<file path="src/rtl/axis_rr_arbiter.sv">
// axis_rr_arbiter: round-robin arbiter sharing one AXI-Stream output among
// COUNT input streams. A grant lasts up to BURST transfers, or ends early
// when the owner drops ivalid. Priority then rotates to the next requester.
// Optional feature macro: AXIS_RR_ARBITER_LAST_EN. When it is defined, a
// grant lasts for one whole packet, ending on the beat that carries ilast.
module axis_rr_arbiter #(
    parameter int WIDTH     = 8,
    parameter int COUNT     = 4,
    parameter int BURST     = 4,
    parameter int SEL_WIDTH = $clog2(COUNT)
) (
    input  logic                   clock,
    input  logic                   reset,
    input  logic [COUNT*WIDTH-1:0] idata,
    input  logic [COUNT-1:0]       ivalid,
    output logic [COUNT-1:0]       iready,
    output logic [WIDTH-1:0]       odata,
    output logic                   ovalid,
    input  logic                   oready,
`ifdef AXIS_RR_ARBITER_LAST_EN
    input  logic [COUNT-1:0]       ilast,
    output logic                   olast,
`endif
    output logic [SEL_WIDTH-1:0]   grant,
    output logic                   busy
);

    typedef enum logic {
        IDLE  = 1'b0,
        GRANT = 1'b1
    } state_t;

    state_t               r_state;
    state_t               w_nextState;
    logic [SEL_WIDTH-1:0] r_grant;
    logic [SEL_WIDTH-1:0] w_nextGrant;
    logic                 r_busy;
    logic [WIDTH-1:0]     w_lanes [COUNT];
    logic                 w_found;
    logic [SEL_WIDTH-1:0] w_pick;
    logic                 w_ownerValid;
    logic                 w_xfer;
    logic                 w_release;

`ifndef AXIS_RR_ARBITER_LAST_EN
    localparam int CNT_W = $clog2(BURST + 1);
    logic [CNT_W-1:0] r_count;
`endif

    // Split the flat data bus into one lane per input stream.
    for (genvar i = 0; i < COUNT; i++) begin : g_lanes
        assign w_lanes[i] = idata[i*WIDTH +: WIDTH];
    end

    // Owner-side handshake: the owner's valid and whether a beat moves this cycle.
    always_comb begin
        w_ownerValid = ivalid[r_grant];
        w_xfer       = (r_state == GRANT) && w_ownerValid && oready;
    end

    // Rotating search starting just after the last owner; walking the
    // candidates from farthest to nearest leaves the nearest requester picked.
    always_comb begin
        w_found = 1'b0;
        w_pick  = r_grant;
        for (int k = COUNT; k >= 1; k--) begin
            if (ivalid[SEL_WIDTH'((int'(r_grant) + k) % COUNT)]) begin
                w_found = 1'b1;
                w_pick  = SEL_WIDTH'((int'(r_grant) + k) % COUNT);
            end
        end
    end

    // When the current grant ends: on the packet's last beat, or on the
    // final beat of the burst or an owner valid drop.
    always_comb begin
`ifdef AXIS_RR_ARBITER_LAST_EN
        w_release = w_xfer && ilast[r_grant];
`else
        w_release = !w_ownerValid || (w_xfer && (r_count == CNT_W'(BURST - 1)));
`endif
    end

    // Next-state logic: IDLE picks a new owner, GRANT waits for release.
    always_comb begin
        w_nextState = r_state;
        w_nextGrant = r_grant;
        case (r_state)
            IDLE: begin
                if (w_found) begin
                    w_nextState = GRANT;
                    w_nextGrant = w_pick;
                end
            end
            GRANT: begin
                if (w_release) begin
                    w_nextState = IDLE;
                end
            end
            default: w_nextState = IDLE;
        endcase
    end

    // Combinational data path: route the owner's stream straight through.
    always_comb begin
        iready = '0;
        ovalid = 1'b0;
        odata  = w_lanes[r_grant];
`ifdef AXIS_RR_ARBITER_LAST_EN
        olast  = 1'b0;
`endif
        if (r_state == GRANT) begin
            ovalid          = w_ownerValid;
            iready[r_grant] = oready;
`ifdef AXIS_RR_ARBITER_LAST_EN
            olast           = ilast[r_grant];
`endif
        end
    end

    // State, grant pointer and busy flag; reset points at COUNT-1 so the
    // first search begins at input 0.
    always_ff @(posedge clock or posedge reset) begin
        if (reset) begin
            r_state <= IDLE;
            r_grant <= SEL_WIDTH'(COUNT - 1);
            r_busy  <= 1'b0;
        end else begin
            r_state <= w_nextState;
            r_grant <= w_nextGrant;
            r_busy  <= (w_nextState == GRANT);
        end
    end

`ifndef AXIS_RR_ARBITER_LAST_EN
    // Beat counter for the current grant, cleared while waiting in IDLE.
    always_ff @(posedge clock or posedge reset) begin
        if (reset) begin
            r_count <= '0;
        end else if (r_state == IDLE) begin
            r_count <= '0;
        end else if (w_xfer) begin
            r_count <= r_count + 1'b1;
        end
    end
`endif

    assign grant = r_grant;
    assign busy  = r_busy;

endmodule
</file>
<file path="config.mk">
export PLATFORM = sky130hd
export DESIGN_NAME = axis_rr_arbiter
export DESIGN_NICKNAME = d
export VERILOG_FILES = /design/src/rtl/axis_rr_arbiter.sv
export SDC_FILE = /design/constraint.sdc
export NUM_CORES = 1
export LEC_CHECK = 0
export BUFFER_PORTS_ARGS = -buffer_cell sky130_fd_sc_hd__clkbuf_2
export CAP_MARGIN = 10
export CORE_ASPECT_RATIO = 1.2
export CORE_UTILIZATION = 35
export CTS_CLUSTER_DIAMETER = 50
export DETAILED_ROUTE_END_ITERATION = 10
export PLACE_DENSITY = 0.75
export SETUP_SLACK_MARGIN = 0.4
export SYNTH_ARGS = -nofsm -noshare
export SYNTH_HDL_FRONTEND = slang
export SYNTH_SLANG_ARGS = --single-unit
</file>
<file path="constraint.sdc">
create_clock -name clock -period 1.8 [get_ports clock]
set_input_delay 0.18 -clock clock [delete_from_list [all_inputs] [get_ports clock]]
set_output_delay 0.18 -clock clock [all_outputs]
set_load 0.02 [all_outputs]
</file>
==> results.cfg <==
[status]
outcome = finished, violations left
violations = negative setup slack

[drt]
drt_iter0_drc = 9
viasPerCell = 5.51
firstDrtPassIters = 4
drc_errors = 0
avgRoutedWirePerCell_um = 14.3
vias = 843
postRouteAntennaNets = 0
wl_um = 2190

[timing]
fmax_ghz = 0.546
rsz0062_at_grt = true
fin_crit_ns = 1.83
tns_ns = -0.0779
finalHoldViolCount = 0
max-slew-margin-rel = 0.751
skew_ns = 0.00512
hold_slack_ns = 0.327
fin_crit_sh = 1.02
maxSlewViolCount = 0
tightest_slew_ns = 0.371
fin_ws_ns = -0.0306
setup-violations-final = 8

[worst_setup_path]
crit_arrival_ns = 1.65
cp_max_fo = 2
cp-start-kind = flop
crit_required_ns = 1.62
critPathMaxStageDelay_ns = 0.57
path_cells = mux4_2, and2_4, buf_6
critPathCaptureType = primary output
path_class = reg2out
r2r_slack_ns = 0.03
cpMaxStageDelayCell = dfstp_2

[logic_synthesis]
ys_warn_count = 0
yosys-top-cells-area = mux4_2 29%, dfrtp_1 14%, ha_1 11%
ys_ff_latch = 6
ys_seq_area_frac = 0.216
syn_avg_cell_area_um2 = 10.4
syn_area_um2 = 706
syn_nets = 113
synthDistinctLibCells = 26
synth.top_cell.area_share = 0.287
yosysTopAreaCell = mux4_2
syn_inst = 68

[floorplan]
die_x_um = 43.0
start_util = 0.377
pin_count = 55
core_mm2 = 0.00187
die-area_mm2 = 0.00220
die_h_um = 51.2
fp-row-count = 17

[final_layout]
syn2layout_area_growth_pct = 81.2
nets = 180
antenna_cells = 0
stdcell_count = 153
final_layout_size_suffix_gt1_frac = 0.716

[place]
gp_congestion = 0.713
numPortBuffers = 54
place_ws_ns = 0.140
placed_cells = 140
place_hpwl_um = 1580

[pwr]
power.share.clock = 0.059
finalPower_mw = 2.24
p_per_area_mw_per_mm2 = 1750
p_int_mw = 1.25
sw_frac_of_total = 0.445
vdd_drop_max_mv = 1.02
p_seq_frac = 0.136
p_switching_uw = 998
power.leakage_nw = 0.631
comb_power_share = 0.805

[grt]
track_usage = 0.210
grt_max_degree = 12
grt.overflow.total = 0
grt_pass1_vias = 880
antenna_found_initial = 0
grt_pass1_wl_um = 3500

[clocking]
clockRootBuffer = clkbuf_4
clkTransAtPathRegs_ns = 0.05
numClockSinks = 6
cts_buffer_depth = 2
cts_tree = done
cts.htree.levels = 1
clk_latency_ns = 0.24
cts_made_buffers = 3

[flow_run]
drv_cap = 0

[worst_hold_path]
hold_path.class = in2reg
[power by group through the flow]
stage | Combinational, mW | Sequential (mW) | Clock (mW)
after global placement | 1.30 | 0.307 | 0
after detailed placement | 1.33 | 0.313 | 0
after global routing | 1.95 | 0.316 | 0.152
after floorplan | 0.975 | 0.328 | 0
final | 1.81 | 0.306 | 0.132
after CTS | 1.66 | 0.296 | 0.138
[through the flow]
stage | area, µm² | utilization
after floorplan | 736 | -
after global placement | 1030 | 0.549
after detailed placement | 1030 | 0.549
after CTS | 1210 | 0.647
after global routing | 1280 | 0.683
final | 1280 | 0.683
[what timing repair did]
| action | in CTS | in global routing |
|---|---|---|
| pin swaps | 4 | 0 |
| setup buffers | 8 | 0 |
| hold endpoints to repair | 4 | 0 |
| hold buffers | 1 | 0 |
| endpoints found under the setup margin | 20 | 21 |
| cloned | 0 | 0 |
| resized for setup | 17 | 28 |
[flip-flops by register name, summed over array words and instances (netlist names)]
name	flops
busy	1
grant	2
r_count	3
[kinds of logic after synthesis]
group	Yosys count	synth area share
mux	13	0.346
compound gates	15	0.129
fa+ha+maj	6	0.106
buf+inv	9	0.0603
simple gates	17	0.117
flops	6	0.216
xor+xnor	2	0.0248
[worst paths after layout]
| path | from | endpoint | cells past startpoint |
|---|---|---|---|
| worst max-delay path | grant[0] | ovalid | 3 |
| worst min-delay path | oready | r_count[2] | 2 |
| worst max register to register | grant[0] | r_count[0] | 6 |
| worst min register to register | r_count[1] | r_count[1] | 2 |
| max in group asynchronous | reset | grant[0] | 3 |
| min in group asynchronous | reset | r_count[1] | 3 |
[cell type report]
| cell class | count | area, µm² |
|---|---|---|
| fillers | 155 | 593 |
| flip-flops and latches | 6 | 153 |
| clock buffers | 4 | 26.3 |
| inverters | 6 | 27.5 |
| multi-input cells | 53 | 616 |
| well taps | 19 | 23.8 |
| repair buffers | 65 | 433 |
[synthesized netlist by cell type]
library cell and n:
ha_1 6, clkbuf_1 1, dfrtp_1 4, buf_6 1, a2bb2oi_1 1, xor2_1 1
o22ai_1 1, mux2i_1 3, a311oi_1 1, and2_1 1, nand3_1 2, o2bb2ai_1 1
buf_2 1, xnor2_1 1, nor3_1 1, inv_1 6, mux4_2 9, dfstp_2 2
o21ai_0 3, nor2_1 4, a41oi_1 1, nand2_1 4, mux2_2 1, nor2b_1 1
and3_1 4, a21oi_1 7
[cell usage in the layout, fill, tap and decap left out, types with 2 or more instances in the layout]
| master | netlist | routed |
|---|---|---|
| clkbuf_2 | 0 | 40 |
| buf_2 | 1 | 10 |
| mux4_2 | 9 | 9 |
| inv_1 | 6 | 5 |
| ha_1 | 6 | 5 |
| nor2_1 | 4 | 4 |
| dfrtp_1 | 4 | 4 |
| buf_6 | 1 | 4 |
| buf_4 | 0 | 4 |
| o21ai_1 | 0 | 3 |
| a21oi_1 | 7 | 3 |
| a21oi_2 | 0 | 3 |
| and3_1 | 4 | 3 |
| clkbuf_4 | 0 | 3 |
| mux2i_4 | 0 | 2 |
| nand2_1 | 4 | 2 |
| dfstp_2 | 2 | 2 |
| buf_8 | 0 | 2 |
| clkbuf_8 | 0 | 2 |
| buf_12 | 0 | 2 |
[routing by layer]
metal,wire (µm),GRT usage
met5,0,0
met4,42,0.126
met3,216,0.0530
met2,1260,0.412
met1,665,0.184
[worst max-delay path, delay by kind of cell, from the launching register on]
family	cells	cell delay, ns
flops	1	0.57
mux	1	0.54
simple gates	1	0.18
buf+inv	1	0.12
Power figures use the tool's default switching activity.
